## config.mk

```make
export PLATFORM = sky130hd
export DESIGN_NAME = deserializer
export DESIGN_NICKNAME = d
export VERILOG_FILES = /design/src/rtl/deserializer_pkg.sv /design/src/rtl/deserializer.sv
export SDC_FILE = /design/constraint.sdc
export NUM_CORES = 1
export LEC_CHECK = 0
export CORE_MARGIN = 3
export CORE_UTILIZATION = 49
export CTS_CLUSTER_SIZE = 24
export DETAILED_ROUTE_END_ITERATION = 8
export PLACE_DENSITY = 0.71
export SLEW_MARGIN = 10
export SYNTH_ARGS = -nofsm -noshare
export SYNTH_HDL_FRONTEND = slang
export SYNTH_SLANG_ARGS = --single-unit
```

## constraint.sdc

```tcl
create_clock -name clk_i -period 1.64 [get_ports clk_i]
set_input_delay 0.164 -clock clk_i [delete_from_list [all_inputs] [get_ports clk_i]]
set_output_delay 0.164 -clock clk_i [all_outputs]
set_load 0.01 [all_outputs]
```

## src/rtl/deserializer_pkg.sv

```systemverilog
// Shared types and defaults for the serial-to-parallel receiver.
package deserializer_pkg;

    typedef enum logic {
        IDLE  = 1'b0,
        SHIFT = 1'b1
    } state_e;

    localparam int WidthDefault = 8;

endpackage

```

## src/rtl/deserializer.sv

```systemverilog
// Reassembles Width-bit words from an enable-qualified serial stream;
// pulses valid_o on a complete frame and err_o on an early enable drop.
module deserializer
    import deserializer_pkg::*;
#(
    parameter int Width    = WidthDefault,
    parameter bit MsbFirst = 1'b1
) (
    input  logic             clk_i,
    input  logic             rst_i,
    input  logic             data_i,
    input  logic             ena_i,
    output logic [Width-1:0] data_o,
    output logic             valid_o,
    output logic             busy_o,
    output logic             err_o
);

    localparam int CW = $clog2(Width);
    localparam logic [CW-1:0] LAST = CW'(Width - 1);

    state_e           r_state;
    logic [CW-1:0]    r_cnt;
    logic [Width-1:0] r_shift;
    logic [Width-1:0] r_data;
    logic             r_valid;
    logic             r_err;
    logic [Width-1:0] w_shift_nxt;

    // The incoming bit is folded in combinationally so the final word can be
    // captured at the same edge that samples its last bit.
    generate
        if (MsbFirst) begin : g_msb
            assign w_shift_nxt = {r_shift[Width-2:0], data_i};
        end else begin : g_lsb
            assign w_shift_nxt = {data_i, r_shift[Width-1:1]};
        end
    endgenerate

    always_ff @(posedge clk_i) begin
        if (!rst_i) begin
            r_state <= IDLE;
            r_cnt   <= '0;
            r_shift <= '0;
            r_data  <= '0;
            r_valid <= 1'b0;
            r_err   <= 1'b0;
        end else begin
            r_valid <= 1'b0;
            r_err   <= 1'b0;
            case (r_state)
                IDLE: begin
                    if (ena_i) begin
                        r_shift <= w_shift_nxt;
                        r_cnt   <= CW'(1);
                        r_state <= SHIFT;
                    end
                end
                SHIFT: begin
                    if (!ena_i) begin
                        r_err   <= 1'b1;
                        r_shift <= '0;
                        r_cnt   <= '0;
                        r_state <= IDLE;
                    end else if (r_cnt == LAST) begin
                        r_data  <= w_shift_nxt;
                        r_valid <= 1'b1;
                        r_cnt   <= '0;
                        r_state <= IDLE;
                    end else begin
                        r_shift <= w_shift_nxt;
                        r_cnt   <= r_cnt + CW'(1);
                    end
                end
                default: r_state <= IDLE;
            endcase
        end
    end

    assign data_o  = r_data;
    assign valid_o = r_valid;
    assign busy_o  = (r_state == SHIFT);
    assign err_o   = r_err;

endmodule

```

==> results_dict.tcl <==
set metrics [dict create \
    status "finished clean" \
    antenna_found_initial 0 \
    power_frac_clock_pct 29.6 \
    setup_slack_ns 0.0850 \
    path_clk_slew_ns 0.11 \
    root_buffer "clkbuf_4" \
    clock_latency_ns 0.30 \
    yosys.area.top_type_share_pct 50.1 \
    cts.sink_count 21 \
    power_frac_seq_pct 64.6 \
    p_int_uw 634 \
    report.final.slew_viol_count 0 \
    ys_top_cells_by_count "dfxtp_1 (21), nand2_1 (13), a21boi_1 (11)" \
    drt_wl_total_um 1380 \
    maxCapViolCount 0 \
    clockBufferDepth 2 \
    design_area_um2 1030 \
    slowest_delay_ns 0.60 \
    fmax_mhz 643 \
    final-hold-violation-count 0 \
    synth.most_common_cell "dfxtp_1" \
    cts_resized 0 \
    cp_data_required_time_ns 1.48 \
    yosysWarnings 0 \
    die_height_um 47.4 \
    avgSynthCellArea_um2 10.2 \
    cts_htree_levels 1 \
    ys_top_cells_by_area "dfxtp_1 (50%), a21boi_1 (9.8%), a21boi_2 (8.0%), a32oi_1 (7.3%), nand2_1 (5.8%)" \
    drc_errors 0 \
    dieArea_um2 2250 \
    critPathLaunchType "register" \
    cp_cell_sequence "clkdlybuf4s50_1" \
    first_global_vias 525 \
    fin_cells 115 \
    fin_tns_setup_ns 0 \
    worst_pin_slew_ns 0.372 \
    yosysSeqAreaShare_pct 50.1 \
    total_power_uw 811 \
    drt-initial-drc-count 12 \
    routedWlPerCell_um 12.0 \
    postRouteAntennaNets 0 \
    crit_family "buffers and inverters" \
    max_slew_margin_pct 75.2 \
    synth_edf_count 0 \
    placed_cell_area_um2 998 \
    port_buffers 14 \
    leakagePower_nw 0.371 \
    cp_max_fo 9 \
    path_class "register to primary output" \
    dp_hpwl_um 990 \
    busiest_layer "met1" \
    grt-ovfl-total 0 \
    ys_ff_latch 21 \
    rsz0062_at_grt "no" \
    place_inst 111 \
    dr_total_vias 629 \
    track_usage_pct 14.9 \
    critPathBufInv 1 \
    fin_crit_ns 1.56 \
    p_per_area_nw_per_um2 791 \
    met1_usage_pct 20.6 \
    comb_power_share_pct 5.9 \
    cts_hold_buf 0 \
    skew_ns 0.00462 \
    grt_pass1_wl_um 2300 \
    hp-class "input port to register" \
    crit_path_end_kind "primary output" \
    swShare_pct 21.9 \
    syn2layout_area_growth_pct 22.2 \
    antenna-diode-count 0 \
    use_met3_pct 5.36 \
    syn_inst 82 \
    core_area_um2 1560 \
    cts_buffers 3 \
    grt_util_met2_pct 19.8 \
    preCtsSetupSlack_ns 0.110 \
    dr.pass1.iters 4 \
    start_util_pct 53.9 \
    syn-cell-area_um2 840 \
    die_w_um 47.4 \
    setup_viol 0 \
    syn-num-nets 88 \
    fp-row-count 14 \
    p_sw_uw 178 \
    crit_arrival_ns 1.39 \
    timing.hold.ws_ns 0.431 \
    grt_max_degree 22 \
    ys_types 18 \
    yosys.area.top_type "dfxtp_1" \
    ioPinCount 15 \
    cts_tree "done" \
    routabilityCongestion 0.678 \
    cpMaxStageDelayCell "clkdlybuf4s50_1" \
    post-route-util_pct 65.8 \
    viasPerCell 5.47 \
    drive_gt1_share_pct 22.2 \
    cts_setup_buffers 0 \
    ys.flop_type "dfxtp_1" \
    fin_nets 106 \
    finalCritPeriodShare_pct 94.8 \
    ir_drop_uv 512 \
    async_reset_ff_share_pct 0 \
]
## per-layer routing
| layer | vias to the layer above | part of all wire [%] |
|---|---|---|
| met5 | - | 0 |
| met1 | 284 | 53 |
| met2 | 13 | 39 |
| li1 | 328 | - |
| met3 | 4 | 6.0 |
| met4 | 0 | 1.6 |
## layout make-up
class                   instances  area [µm²]
well taps                      16        20.0
flip-flops and latches         21         420
repair buffers                 18         170
multi-input cells              56         388
clock inverters                 1        5.00
fillers                       140         533
clock buffers                   3        22.5
## cell usage in the layout (no fill, tap or decap)
cell / instances
dfxtp_1: 21
clkdlybuf4s50_1: 14
nand2_1: 13
a21boi_1: 11
nand2_2: 7
a32oi_1: 7
a21boi_2: 6
buf_4: 4
nand3_1: 3
clkbuf_4: 3
and3_1: 2
ha_1: 2
nor2_2: 1
o21ai_0: 1
o211a_1: 1
and2_1: 1
nor2_1: 1
clkinv_2: 1
## registers in the layout, summed over array words and instances, names as in the netlist
signal,flops
data_o,8
r_cnt,3
busy_o,1
err_o,1
valid_o,1
r_shift,7
## power groups by stage
stage          clock (mW)  combinational (mW)  sequential, mW
6_report            0.240              0.0476           0.524
5_1_grt             0.274              0.0524           0.525
4_1_cts             0.254              0.0481           0.524
3_5_place_dp            0              0.0480           0.535
3_3_place_gp            0              0.0478           0.535
2_1_floorplan           0              0.0303           0.533
## kinds of logic after synthesis
| family | share of synthesized area, % |
|---|---|
| AOI/OAI and AO/OA | 27.0 |
| adders and majority gates | 2.98 |
| buffers and inverters | 3.73 |
| DFF | 50.1 |
| and+or+nand+nor | 16.2 |
## worst reg2reg max path, stage by stage (launching register included)
cell and delay (ns):
dfxtp_1 0.37, ha_1 0.16, ha_1 0.20, nand2_1 0.19, a32oi_1 0.29, a21boi_2 0.07
## final timing paths
check | start | end | slack [ns] | cells past startpoint
max | busy_o | busy_o | 0.08 | 1
min | data_i | data_o[0] | 0.43 | 3
max reg2reg | r_cnt[0] | r_shift[6] | 0.27 | 5
min reg2reg | data_o[0] | data_o[0] | 0.46 | 2
(Power assumes the default switching activity.)
==> variant 1: new RTL, same flow settings <==
`WidthDefault`: 8 -> 16.
--- a/src/rtl/deserializer_pkg.sv
+++ b/src/rtl/deserializer_pkg.sv
@@ -6,7 +6,7 @@
         SHIFT = 1'b1
     } state_e;
 
-    localparam int WidthDefault = 8;
+    localparam int WidthDefault = 16;
 
 endpackage
 
Ports: changed (resized data_o); port bits go from 15 to 23. The function was not compared with the original's and may differ.
==> variant 1 against the original RTL <==
Wire length rose by 140%; setup slack better by 0.0016 ns; sequential power grew 79%; final area increased by 83%; total power up 100%; synthesized area grew 80%; count of clock-buffer cells in the layout rose by 4; sequential cell count grew 17.
==> variant 1: results (changes against the original RTL) <==
Place
  – Last weighted congestion value of the routability-driven placer: 0.856 (was 0.678)
  – Total placed instance area: 0.00179 mm² (was 998 µm²)
  – Cell count after placement: 221 (was 111)
  – Worst slack after detailed placement: 0.0445 ns (was 0.110 ns)
  – Count of buffers inserted at the top-level ports: 22 (was 14)

Worst setup path
  – Worst reg2reg setup slack: 0.20 ns (was 0.27 ns)
  – CP Max Fanout: 12 (was 9)
  – Maximum cell stage delay along the critical path: 0.58 ns (was 0.60 ns)

Routing
  – Avg WL per Cell: 14.6 µm (was 12.0 µm)
  – Total number of vias: 1377 (was 629)
  – DRT iter0 DRCs: 61 (was 12)
  – Met3 WL: 190 µm (was 83 µm)
  – Met2 WL: 1.50 mm (was 542 µm)

Timing
  – Worst clock skew: 0.0112 ns (was 0.00462 ns)
  – Remaining max-slew budget at the tightest pin: 77.4% (was 75.2%)
  – Worst hold slack across all endpoints: 0.456 ns (was 0.431 ns)
  – FMAX: 644 MHz (was 643 MHz)

Power and ir drop
  – Total power of the final layout: 1.65 mW (was 811 µW)
  – Sequential cell fraction of total power: 56.9% (was 64.6%)
  – Leakage: 0.649 nW (was 0.371 nW)
  – P_comb: 82.2 µW (was 47.6 µW)
  – Net switching share of the total power: 22.1% (was 21.9%)

Global routing
  – Via count of the first global-routing pass: 1240 (was 525)
  – Aggregate global-route resource usage: 20.1% (was 14.9%)
  – Largest net degree at the start of global routing: 44 (was 22)

Layout
  – Number of flip-flops in the largest register: 16 (was 8)
  – Area of all placed cells without fillers: 0.00187 mm² (was 0.00103 mm²)
  – Layout cell share with drive strength beyond 1: 11.1% (was 22.2%)
  – Final net count: 202 (was 106)
  – Final-layout fill cell count: 247 (was 140)

Yosys
  – Synth area leaders: dfxtp_1 50%, nand4_1 8.7%, nand2_1 7.4%, o21ai_0 5.0%, or3_1 4.1% (was dfxtp_1 50%, a21boi_1 9.8%, a21boi_2 8.0%, a32oi_1 7.3%, nand2_1 5.8%)
  – Fraction of the yosys area taken by sequential cells: 50.3% (was 50.1%)
  – Most common library cells after synthesis: 38 x dfxtp_1, 30 x nand2_1, 21 x nand4_1 (was 21 x dfxtp_1, 13 x nand2_1, 11 x a21boi_1)
  – Syn Inst Count: 173 (was 82)
  – Post-Syn Nets: 178 (was 88)
  – Distinct cells, synth: 29 (was 18)

Clocking
  – Level count of the clock H-tree: 2 (was 1)
  – Clock buffer count from CTS: 5 (was 3)
  – Post-CTS Resized: 1 (was 0)
  – Worst-skew pair later-pin latency: 0.35 ns (was 0.30 ns)

Run status
  – Outcome: completed (unchanged)

Worst hold path
  – Min-Delay Endpoint: r_shift[0]$_SDFFE_PN0P_ (was data_o[0]$_SDFFE_PN0P_)
variant 1: changes by cell type after synthesis, moves of 6 or more:
cell	delta
nand4_1	+21
o21ai_0	+14
a32oi_1	-7
o311ai_0	+6
or3_1	+10
nand3_1	+9
dfxtp_1	+17
a21boi_2	-6
nand2_2	-6
a21boi_1	-11
nand2_1	+17
variant 1: logic make-up (layout without fill, tap and decap cells):
group,after synthesis,count (layout),synth area share (%)
adders and majority gates,1,1,0.827
and+or+nand+nor,84,84,28.6
muxes,3,3,1.99
buffers and inverters,17,42,5.13
DFF,38,38,50.3
AOI/OAI and AO/OA,30,30,13.2
variant 1: area by class of cell:
type                    instances  area share [%]
clock buffers                   7            2.40
clock inverters                 1            1.60
inverters                       1           0.200
multi-input cells             118            36.1
flip-flops and latches         38            40.7
well taps                      31            2.07
repair buffers                 33            16.8
variant 1: routing by layer:
metal	up-vias	global-route usage, %
li1	691	-
met1	639	26.8
met2	39	29.1
met3	8	7.34
met4	0	8.48
met5	-	0
==> variant 2: new RTL, config.mk and constraints unchanged <==
Made on the original files. Add an input register stage for `data_i` and `ena_i`; this delays them by one clock.
--- a/src/rtl/deserializer.sv
+++ b/src/rtl/deserializer.sv
@@ -19,6 +19,19 @@
     localparam int CW = $clog2(Width);
     localparam logic [CW-1:0] LAST = CW'(Width - 1);
 
+    logic data_q;
+    logic ena_q;
+
+    always_ff @(posedge clk_i) begin
+        if (!rst_i) begin
+            data_q <= '0;
+            ena_q  <= '0;
+        end else begin
+            data_q <= data_i;
+            ena_q  <= ena_i;
+        end
+    end
+
     state_e           r_state;
     logic [CW-1:0]    r_cnt;
     logic [Width-1:0] r_shift;
@@ -31,9 +44,9 @@
     // captured at the same edge that samples its last bit.
     generate
         if (MsbFirst) begin : g_msb
-            assign w_shift_nxt = {r_shift[Width-2:0], data_i};
+            assign w_shift_nxt = {r_shift[Width-2:0], data_q};
         end else begin : g_lsb
-            assign w_shift_nxt = {data_i, r_shift[Width-1:1]};
+            assign w_shift_nxt = {data_q, r_shift[Width-1:1]};
         end
     endgenerate
 
@@ -50,14 +63,14 @@
             r_err   <= 1'b0;
             case (r_state)
                 IDLE: begin
-                    if (ena_i) begin
+                    if (ena_q) begin
                         r_shift <= w_shift_nxt;
                         r_cnt   <= CW'(1);
                         r_state <= SHIFT;
                     end
                 end
                 SHIFT: begin
-                    if (!ena_i) begin
+                    if (!ena_q) begin
                         r_err   <= 1'b1;
                         r_shift <= '0;
                         r_cnt   <= '0;
Behaviour: not the same (a bounded check fails within 4 cycles, from zero or initial values and one cycle with rst_i low).
==> variant 2 against the original RTL <==
Critical path depth is the same; final area is 0.12% lower; setup slack improved by 0.10 ns; synthesized cell count rose by 4.9%; largest cell class unchanged; sequential cell count rose by 2; critical endpoint unchanged; cell count rose by 1.7%; sequential power increased by 9.5%; total power rose by 6.2%; wire length is 5.1% higher; clock power is 3% higher; highest routed layer unchanged; synthesized area up 1.0%; critical path type unchanged.
==> variant 2: results (changes against the original RTL) <==
Routing
  – Avg WL per Cell: 12.4 µm (was 12.0 µm)
  – Mean number of vias per cell: 5.56 (was 5.47)

Layout
  – Layout cell share with drive strength beyond 1: 7.92% (was 22.2%)
  – Final-layout fill cell count: 120 (was 140)
  – Final net count: 108 (was 106)
  – Final std cells w/o fill: 117 (was 115)

Worst setup path
  – Worst reg2reg setup slack: 0.23 ns (was 0.27 ns)
  – Arrival time at the worst endpoint: 1.29 ns (was 1.39 ns)
  – Reg2Reg Capture Point: r_shift[0]$_SDFFE_PN0P_ (was r_shift[6]$_SDFFE_PN0P_)
  – CP Max Fanout: 9 (unchanged)

Power and ir drop
  – Max rail drop VDD: 0.535 mV (was 0.512 mV)
  – Leakage: 0.374 nW (was 0.371 nW)

Yosys
  – Fraction of the yosys area taken by sequential cells: 54.3% (was 50.1%)
  – Distinct cells, synth: 16 (was 18)
  – Post-Syn Nets: 92 (was 88)
  – Most common library cells after synthesis: 23 x dfxtp_1, 20 x nand2_1, 15 x a21boi_1 (was 21 x dfxtp_1, 13 x nand2_1, 11 x a21boi_1)
  – Synth area leaders: dfxtp_1 54%, a21boi_1 13%, nand2_1 8.8%, a32oi_1 7.2%, ha_1 2.9% (was dfxtp_1 50%, a21boi_1 9.8%, a21boi_2 8.0%, a32oi_1 7.3%, nand2_1 5.8%)
  – Post-Synthesis Mean Instance Area: 9.86 µm² (was 10.2 µm²)

Timing
  – Final Max Tran Viols: 0 (unchanged)
  – Worst clock skew: 0.00437 ns (was 0.00462 ns)
  – Remaining max-slew budget at the tightest pin: 75.6% (was 75.2%)

Global routing
  – First-pass GRT wire length: 2.34 mm (was 2.30 mm)
  – Via count of the first global-routing pass: 528 (was 525)
  – Global Route met3 Usage: 3.38% (was 5.36%)
  – Met2 track demand over resource: 18.4% (was 19.8%)

Run status
  – Outcome: completed (unchanged)

Place
  – Last weighted congestion value of the routability-driven placer: 0.760 (was 0.678)
  – Hpwl dp: 951 µm (was 990 µm)

Clocking
  – Clock buffer count from CTS: 3 (unchanged)
==> variant 2: logic make-up after synthesis <==
logic type / Yosys count / synth area share, %
fa+ha+maj: 2 / 2.95
flops: 23 / 54.3
compound gates: 26 / 24.0
buf+inv: 5 / 3.24
simple gates: 30 / 15.5
==> variant 2: how the worst min path moves through the flow <==
stage,endpoint,slack (ns),depth (start not counted)
4_1_cts,data_q$_SDFF_PN0_,0.43,2
3_3_place_gp,data_o[7]$_SDFFE_PN0P_,0.44,2
5_1_grt,data_q$_SDFF_PN0_,0.41,2
2_1_floorplan,data_q$_SDFF_PN0_,0.29,1
3_5_place_dp,data_o[7]$_SDFFE_PN0P_,0.45,2
6_report,data_q$_SDFF_PN0_,0.43,2
==> variant 2: final cells by class <==
class	instances	area, µm²	share of cell area [%]
Clock inverter	1	5.00	0.488
Sequential cell	23	462	45.1
Timing Repair Buffer	16	155	15.1
Multi-Input combinational cell	58	360	35.2
Tap cell	16	20.0	1.95
Clock buffer	3	22.5	2.20
==> variant 2: what timing repair did <==
item / CTS / global route
endpoints found under the hold margin: 0 / 0
gates resized for setup: 0 / 1
endpoints found under the setup margin: 0 / 1
==> variant 2: report_power, final <==
part / total [mW] / internal, mW / switching [mW]
combinational: 0.0409 / 0.0231 / 0.0178
sequential: 0.574 / 0.566 / 0.00849
clock: 0.246 / 0.0907 / 0.155
total: 0.861 / 0.680 / 0.182
==> variant 2: stage by stage <==
step	setup WS, ns	instance area (µm²)	power, mW
after floorplan	0.412	848	0.610
after global placement	0.341	996	0.627
after detailed placement	0.245	996	0.628
after CTS	0.0664	1020	0.873
after global routing	0.0921	1020	0.904
final	0.190	1020	0.861
==> variant 2: worst reg2reg max path: stages (launching register included) <==
cell and delay (ns):
dfxtp_1 0.37, ha_1 0.16, ha_1 0.20, and3_1 0.36, nand2_1 0.13, a21boi_1 0.13
==> variant 2: layer usage <==
metal  share of wire, %  vias up
met2                 45       16
met1                 51      298
li1                   -      334
met4               0.69        0
met5                  0        -
met3                3.5        2
